<file path="src/rtl/riscv_mc_pkg.sv">
// Shared types for the multi-cycle RV32I controller: state encoding,
// opcode constants, next-PC source encodings and an opcode legality check.
package riscv_mc_pkg;

  typedef logic [2:0] state_t;

  localparam state_t S_IF   = 3'd0;
  localparam state_t S_ID   = 3'd1;
  localparam state_t S_EX   = 3'd2;
  localparam state_t S_MEM  = 3'd3;
  localparam state_t S_WB   = 3'd4;
  localparam state_t S_HALT = 3'd5;

  typedef logic [6:0] opcode_t;

  localparam opcode_t OP_LUI    = 7'b0110111;
  localparam opcode_t OP_AUIPC  = 7'b0010111;
  localparam opcode_t OP_JAL    = 7'b1101111;
  localparam opcode_t OP_JALR   = 7'b1100111;
  localparam opcode_t OP_BRANCH = 7'b1100011;
  localparam opcode_t OP_LOAD   = 7'b0000011;
  localparam opcode_t OP_STORE  = 7'b0100011;
  localparam opcode_t OP_OP     = 7'b0110011;
  localparam opcode_t OP_IMM    = 7'b0010011;

  typedef logic [1:0] pc_sel_t;

  localparam pc_sel_t PC_SEQ  = 2'd0;
  localparam pc_sel_t PC_BR   = 2'd1;
  localparam pc_sel_t PC_JAL  = 2'd2;
  localparam pc_sel_t PC_JALR = 2'd3;

  function automatic logic is_legal(input opcode_t op);
    case (op)
      OP_LUI, OP_AUIPC, OP_JAL, OP_JALR,
      OP_BRANCH, OP_LOAD, OP_STORE,
      OP_OP, OP_IMM: is_legal = 1'b1;
      default:       is_legal = 1'b0;
    endcase
  endfunction

endpackage

</file>
<file path="src/rtl/riscv_mc_ctrl_if.sv">
// Datapath <-> controller bundle: decode/memory status in, strobes out.
// master = datapath side, slave = controller side.
interface riscv_mc_ctrl_if;
  import riscv_mc_pkg::*;

  opcode_t opcode;
  logic    branch_taken;
  logic    halt_det;
  logic    mem_rdy;

  logic    ir_we;
  logic    pc_we;
  pc_sel_t pc_sel;
  logic    rf_we;
  logic    mem_en;
  logic    mem_wen_n;
  logic    retire;

  modport master (
    output opcode, branch_taken, halt_det, mem_rdy,
    input  ir_we, pc_we, pc_sel, rf_we,
    input  mem_en, mem_wen_n, retire
  );

  modport slave (
    input  opcode, branch_taken, halt_det, mem_rdy,
    output ir_we, pc_we, pc_sel, rf_we,
    output mem_en, mem_wen_n, retire
  );
endinterface

</file>
<file path="src/rtl/riscv_mc_ctrl_perf_cnt.sv">
// Performance counters: retired-instruction count (num_inst) and, with
// MC_CTRL_CYCLE_CNT_EN, a free-running cycle_cnt gated by run.
module mc_perf_cnt #(
  parameter int unsigned CNT_W = 32
) (
  input  logic             CLK,
  input  logic             RST,
  input  logic             retire,
`ifdef MC_CTRL_CYCLE_CNT_EN
  input  logic             run,
  output logic [CNT_W-1:0] cycle_cnt,
`endif
  output logic [CNT_W-1:0] num_inst
);

  logic [CNT_W-1:0] num_q, num_d;

  always_comb begin
    num_d = num_q + CNT_W'(retire);
  end

  always_ff @(posedge CLK or posedge RST) begin
    if (RST) num_q <= '0;
    else     num_q <= num_d;
  end

  assign num_inst = num_q;

`ifdef MC_CTRL_CYCLE_CNT_EN
  logic [CNT_W-1:0] cyc_q, cyc_d;

  always_comb begin
    cyc_d = cyc_q + CNT_W'(run);
  end

  always_ff @(posedge CLK or posedge RST) begin
    if (RST) cyc_q <= '0;
    else     cyc_q <= cyc_d;
  end

  assign cycle_cnt = cyc_q;
`endif

endmodule

</file>
<file path="src/rtl/riscv_mc_ctrl.sv">
// Multi-cycle RV32I control FSM (IF/ID/EX/MEM/WB/HALT) driving bus.slave;
// outputs num_inst/halt/err/state, plus cycle_cnt if MC_CTRL_CYCLE_CNT_EN.
module riscv_mc_ctrl
  import riscv_mc_pkg::*;
#(
  parameter int unsigned CNT_W       = 32,
  parameter int unsigned MEM_TIMEOUT = 15
) (
  input  logic             CLK,
  input  logic             RST,
  riscv_mc_ctrl_if.slave   bus,
`ifdef MC_CTRL_CYCLE_CNT_EN
  output logic [CNT_W-1:0] cycle_cnt,
`endif
  output logic [CNT_W-1:0] num_inst,
  output logic             halt,
  output logic             err,
  output logic [2:0]       state
);

  localparam int unsigned TMO_W = $clog2(MEM_TIMEOUT + 1);

  state_t           state_q, state_d;
  logic             err_q, err_d;
  logic             halt_q, halt_d;
  logic [TMO_W-1:0] tmo_q, tmo_d;

  logic    ir_we_c, pc_we_c, rf_we_c;
  logic    mem_en_c, mem_wen_n_c, retire_c;
  pc_sel_t pc_sel_c;
  logic    is_st, is_ld;

  assign is_st = (bus.opcode == OP_STORE);
  assign is_ld = (bus.opcode == OP_LOAD);

  always_comb begin
    state_d     = state_q;
    err_d       = err_q;
    halt_d      = halt_q;
    tmo_d       = tmo_q;
    ir_we_c     = 1'b0;
    pc_we_c     = 1'b0;
    pc_sel_c    = PC_SEQ;
    rf_we_c     = 1'b0;
    mem_en_c    = 1'b0;
    mem_wen_n_c = 1'b1;
    retire_c    = 1'b0;
    case (state_q)
      S_IF: begin
        ir_we_c = 1'b1;
        state_d = S_ID;
      end
      S_ID: begin
        if (bus.halt_det) begin
          retire_c = 1'b1;
          halt_d   = 1'b1;
          state_d  = S_HALT;
        end else if (!is_legal(bus.opcode)) begin
          err_d   = 1'b1;
          pc_we_c = 1'b1;
          state_d = S_IF;
        end else begin
          state_d = S_EX;
        end
      end
      S_EX: begin
        if (bus.opcode == OP_BRANCH) begin
          pc_we_c  = 1'b1;
          pc_sel_c = bus.branch_taken ? PC_BR : PC_SEQ;
          retire_c = 1'b1;
          state_d  = S_IF;
        end else if (is_ld || is_st) begin
          tmo_d   = '0;
          state_d = S_MEM;
        end else begin
          state_d = S_WB;
        end
      end
      S_MEM: begin
        mem_en_c    = 1'b1;
        mem_wen_n_c = !is_st;
        if (bus.mem_rdy) begin
          tmo_d = '0;
          if (is_st) begin
            pc_we_c  = 1'b1;
            retire_c = 1'b1;
            state_d  = S_IF;
          end else begin
            state_d = S_WB;
          end
        end else if (tmo_q == TMO_W'(MEM_TIMEOUT - 1)) begin
          // Last tolerated stall cycle: give up and park in HALT.
          tmo_d   = '0;
          err_d   = 1'b1;
          halt_d  = 1'b1;
          state_d = S_HALT;
        end else begin
          tmo_d = tmo_q + 1'b1;
        end
      end
      S_WB: begin
        rf_we_c  = 1'b1;
        pc_we_c  = 1'b1;
        retire_c = 1'b1;
        unique case (1'b1)
          bus.opcode == OP_JAL:  pc_sel_c = PC_JAL;
          bus.opcode == OP_JALR: pc_sel_c = PC_JALR;
          default:               pc_sel_c = PC_SEQ;
        endcase
        state_d = S_IF;
      end
      S_HALT: begin
        state_d = S_HALT;
      end
      default: begin
        state_d = S_IF;
      end
    endcase
  end

  always_ff @(posedge CLK or posedge RST) begin
    if (RST) begin
      state_q <= S_IF;
      err_q   <= 1'b0;
      halt_q  <= 1'b0;
      tmo_q   <= '0;
    end else begin
      state_q <= state_d;
      err_q   <= err_d;
      halt_q  <= halt_d;
      tmo_q   <= tmo_d;
    end
  end

  // Reset kills every strobe at once, even though IF is the reset state.
  assign bus.ir_we     = ir_we_c  & ~RST;
  assign bus.pc_we     = pc_we_c  & ~RST;
  assign bus.pc_sel    = pc_sel_c;
  assign bus.rf_we     = rf_we_c  & ~RST;
  assign bus.mem_en    = mem_en_c & ~RST;
  assign bus.mem_wen_n = mem_wen_n_c | RST;
  assign bus.retire    = retire_c & ~RST;

  mc_perf_cnt #(
    .CNT_W (CNT_W)
  ) u_perf (
    .CLK       (CLK),
    .RST       (RST),
    .retire    (retire_c & ~RST),
`ifdef MC_CTRL_CYCLE_CNT_EN
    .run       (state_q != S_HALT),
    .cycle_cnt (cycle_cnt),
`endif
    .num_inst  (num_inst)
  );

  assign halt  = halt_q;
  assign err   = err_q;
  assign state = state_q;

endmodule

</file>
<file path="src/flat_wrapper.sv">
// flat-port wrapper written by rule: the top's interface ports become plain ports
module riscv_mc_ctrl_flat import riscv_mc_pkg::*;
#(
  parameter int unsigned CNT_W       = 32,
  parameter int unsigned MEM_TIMEOUT = 15
)
  (CLK, RST, num_inst, halt, err, state, bus_opcode, bus_branch_taken, bus_halt_det, bus_mem_rdy, bus_ir_we, bus_pc_we, bus_pc_sel, bus_rf_we, bus_mem_en, bus_mem_wen_n, bus_retire);
  riscv_mc_ctrl_if bus_i ();
  input  logic CLK;
  input  logic RST;
  output logic [CNT_W-1:0] num_inst;
  output logic halt;
  output logic err;
  output logic [2:0] state;
  input wire logic [$bits(bus_i.opcode)-1:0] bus_opcode;
  input wire logic [$bits(bus_i.branch_taken)-1:0] bus_branch_taken;
  input wire logic [$bits(bus_i.halt_det)-1:0] bus_halt_det;
  input wire logic [$bits(bus_i.mem_rdy)-1:0] bus_mem_rdy;
  output wire logic [$bits(bus_i.ir_we)-1:0] bus_ir_we;
  output wire logic [$bits(bus_i.pc_we)-1:0] bus_pc_we;
  output wire logic [$bits(bus_i.pc_sel)-1:0] bus_pc_sel;
  output wire logic [$bits(bus_i.rf_we)-1:0] bus_rf_we;
  output wire logic [$bits(bus_i.mem_en)-1:0] bus_mem_en;
  output wire logic [$bits(bus_i.mem_wen_n)-1:0] bus_mem_wen_n;
  output wire logic [$bits(bus_i.retire)-1:0] bus_retire;
  assign bus_i.opcode = bus_opcode;
  assign bus_i.branch_taken = bus_branch_taken;
  assign bus_i.halt_det = bus_halt_det;
  assign bus_i.mem_rdy = bus_mem_rdy;
  assign bus_ir_we = bus_i.ir_we;
  assign bus_pc_we = bus_i.pc_we;
  assign bus_pc_sel = bus_i.pc_sel;
  assign bus_rf_we = bus_i.rf_we;
  assign bus_mem_en = bus_i.mem_en;
  assign bus_mem_wen_n = bus_i.mem_wen_n;
  assign bus_retire = bus_i.retire;
  riscv_mc_ctrl #(.CNT_W(CNT_W), .MEM_TIMEOUT(MEM_TIMEOUT)) u_core (.CLK(CLK), .RST(RST), .bus(bus_i), .num_inst(num_inst), .halt(halt), .err(err), .state(state));
endmodule
</file>
<file path="config.mk">
export PLATFORM = sky130hd
export DESIGN_NAME = riscv_mc_ctrl_flat
export DESIGN_NICKNAME = d
export VERILOG_FILES = /design/src/rtl/riscv_mc_pkg.sv /design/src/rtl/riscv_mc_ctrl_if.sv /design/src/rtl/riscv_mc_ctrl_perf_cnt.sv /design/src/rtl/riscv_mc_ctrl.sv /design/src/flat_wrapper.sv
export SDC_FILE = /design/constraint.sdc
export NUM_CORES = 1
export LEC_CHECK = 0
export BUFFER_PORTS_ARGS = -buffer_cell sky130_fd_sc_hd__buf_2
export CAP_MARGIN = 30
export CORE_UTILIZATION = 40
export DETAILED_ROUTE_END_ITERATION = 16
export PLACE_DENSITY = 0.75
export SLEW_MARGIN = 20
export SYNTH_ARGS = -nofsm -noshare
export SYNTH_HDL_FRONTEND = slang
export SYNTH_SLANG_ARGS = --single-unit
</file>
<file path="constraint.sdc">
create_clock -name CLK -period 3 [get_ports CLK]
set_input_delay 0.3 -clock CLK [delete_from_list [all_inputs] [get_ports CLK]]
set_output_delay 0.3 -clock CLK [all_outputs]
set_load 0.005 [all_outputs]
</file>
==> out/qor.txt <==
final count of hold timing violations -> 0
vias in the first global route -> 1677
endpoints failing setup -> 0
syn_nets -> 225
global-route wire length before repair -> 7.64 mm
Worst EP required -> 3.18 ns
FFs w/ async S/R, synth -> 100%
outcome -> finished clean
Post-Layout Cell Count -> 347
CTS tree -> done
setup tns final -> 0 ns
critical path fanouts, max -> 9
largest family of logic cells by synthesized area -> simple AND/OR/NAND/NOR gates
DRC -> 0
initial antenna violation count -> 0
wire per inst -> 13.2 um
number of fill cells in the layout -> 452
GRT Util Overall -> 17.8%
clock skew -> 0.00196 ns
adder-cell share of the synthesized area -> 2.31%
RSZ-0062 raised after global routing -> false
register bit count reported by yosys -> 41
Yosys Warn Count -> 0
synthesized area -> 0.00217 sq mm
Slew Limit Headroom -> 62.7%
die width -> 75.7 um
simple-gate share of the synthesized area -> 26.9%
Slew @ Worst Pin -> 0.556 ns
H-tree levels -> 2
Main synth FF type -> dfrtp_1
share of layout cells above drive strength 1 -> 30.0%
post-synthesis mux area share -> 0.980%
number of I/O pins -> 57
clk_lat worst skew -> 0.29 ns
Mapped Cells -> 209
Final min period -> 2.69 ns
GPL Wtd Cong -> 0.862
Worst Hold Class -> input port to async pin
DR pass1 iterations -> 4
via count -> 1812
arrival time worst endpoint -> 2.87 ns
port bufs -> 56
CTS buffer count -> 5
Unique masters post-synth -> 48
CTS hold repair buffers -> 0
clk buf depth -> 2
Lkg Pwr -> 1.36 nW
row count -> 26
number of DRC markers in iteration 0 -> 99
CP Launch Type -> flip-flop
n_diodes -> 0
clock-pin slew on the worst setup and hold paths -> 0.07 ns
post-synthesis compound-gate area fraction -> 8.07%
initial core utilization -> 42.0%
Post-synth EDFFs -> 0
largest net degree at the start of global routing -> 42
PD cells -> 536 mW/mm^2
max-slew violation count -> 0
fin crit share -> 89.8%
CORE AREA -> 0.00517 sq mm
P&R area growth vs syn -> 24.7%
hpwl dp -> 3.40 mm
Worst Setup End Kind -> flip-flop
placed cells -> 338
Maximum Capacitance Violations -> 0
post-synthesis sequential area ratio -> 47.3%
Die Area -> 0.00573 sq mm
TritonCTS Sinks -> 41
synthesized area per cell -> 10.4 sq um
final net count -> 292
Root Driver -> clkbuf_8
peak supply drop -> 0.235 mV
Post-Synth XOR/XNOR Area -> 12.1%
Chip Height -> 75.7 um
Overflow after GRT -> 0
vias per inst -> 5.22
WS Path Type -> flip-flop to flip-flop
Routed WL -> 4.59 mm
Routed Antenna Nets -> 0
FMAX -> 0.371 GHz
## worst max-delay path, cell delays in order, from the launching register on
cell and delay [ns]:
dfrtp_1 0.42, buf_4 0.17, o21a_1 0.18, nor3_1 0.20, inv_1 0.07, a31oi_1 0.20, ha_1 0.23, ha_1 0.21
nand3_2 0.15, nor4_4 0.27, buf_4 0.20, nand4_1 0.12, xnor2_1 0.16
## state kept, by name, summed over array words and instances, names as in the netlist
register,flops
u_core.state,3
u_core.err,1
u_core.tmo_q,4
u_core.halt,1
u_core.u_perf.num_inst,32
## final timing paths
| path | startpoint | end | slack (ns) | cells after the start |
|---|---|---|---|---|
| setup / recovery | u_core.state[1] | u_core.u_perf.num_inst[30] | 0.31 | 12 |
| hold / removal | RST | u_core.u_perf.num_inst[0] | 0.16 | 3 |
| setup reg to reg | u_core.state[1] | u_core.u_perf.num_inst[30] | 0.31 | 12 |
| hold reg to reg | u_core.u_perf.num_inst[31] | u_core.u_perf.num_inst[31] | 0.47 | 1 |
| max in group asynchronous | RST | u_core.state[0] | 2.47 | 3 |
| min in group CLK | bus_halt_det | u_core.err | 0.27 | 2 |
## cells in the final DEF (no fill, tap or decap), drive strengths merged, types with 2 or more instances in the layout
cell     n
xor2     5
nor2b    2
and2     6
nand2   21
xnor2   25
nand2b   2
buf     65
nand4   14
nand3b   2
inv      8
and4     3
clkbuf   7
a211o    2
nor4     4
dfrtp   41
o21ai    3
o21bai   2
and3b    2
ha       4
nor2    14
nor3     5
nand3   13
o31ai    2
and3     3
a31oi    3
## through the flow
stage	setup WS (ns)	power [mW]	cell area (sq um)	hold slack, ns	util [%]
4_1_cts	0.122	1.46	2690	0.184	52.1
5_1_grt	0.0484	1.54	2710	0.214	52.3
3_5_place_dp	-0.0275	1.01	2580	0.462	49.8
3_3_place_gp	0.0871	0.993	2580	0.455	49.8
6_report	0.306	1.45	2710	0.162	52.3
2_1_floorplan	0.132	0.860	2170	0.398	-
## logic make-up (layout without fill, tap and decap cells)
kind of cell	after synthesis	after routing
and+or+nand+nor	96	96
DFF	41	41
xor gates and xnor gates	30	30
AOI/OAI and AO/OA	23	23
buffers and inverters	13	81
adders and majority gates	4	4
muxes	2	2
## layout make-up
type | count | area [sq um] | area share (%)
Tap cell | 70 | 87.6 | 3.23
Clock inverter | 1 | 30.0 | 1.11
Inverter | 8 | 30.0 | 1.11
Sequential cell | 41 | 1030 | 37.9
Timing Repair Buffer | 65 | 348 | 12.8
Clock buffer | 7 | 86.3 | 3.19
Multi-Input combinational cell | 155 | 1100 | 40.6
## metal layers
metal / vias up / routed length (um) / global-route usage [%]
met1: 867 / 2160 / 23.2
met4: 0 / 58 / 6.79
met2: 57 / 2170 / 29.1
met5: - / 0 / 0
met3: 6 / 212 / 4.23
li1: 882 / - / -
## power breakdown
group          leakage [nW]  total (mW)  switching [mW]  internal [mW]
Clock                0.0585       0.454           0.183          0.271
Sequential            0.548       0.674          0.0681          0.606
Combinational         0.751       0.324           0.169          0.155
## synth_stat cells, types with 2 or more instances
cell type,instances,area (sq um)
nand3b_1,2,15.0
xor2_1,5,43.8
a211o_1,2,17.5
o21bai_1,2,15.0
nand3_1,13,65.1
nor2_1,14,52.6
xnor2_1,25,219
and3b_1,2,17.5
nand2_1,21,78.8
clkbuf_1,3,11.3
nor4_4,2,42.5
nand2b_1,2,12.5
and2_1,5,31.3
buf_2,2,10.0
nor4_1,2,12.5
and4_1,3,26.3
nor3_1,5,25.0
o31ai_1,2,15.0
a31oi_1,3,18.8
nor2b_1,2,12.5
inv_1,8,30.0
ha_1,4,50.1
o21ai_0,2,10.0
dfrtp_1,41,1030
nand4_1,12,75.1
and3_1,3,18.8
## repair_timing
item	CTS	global route
pin swaps	1	1
gates resized for setup	0	2
setup endpoints to repair	1	8
setup buffers	0	1
No activity file was read; power rests on OpenSTA's default activity.
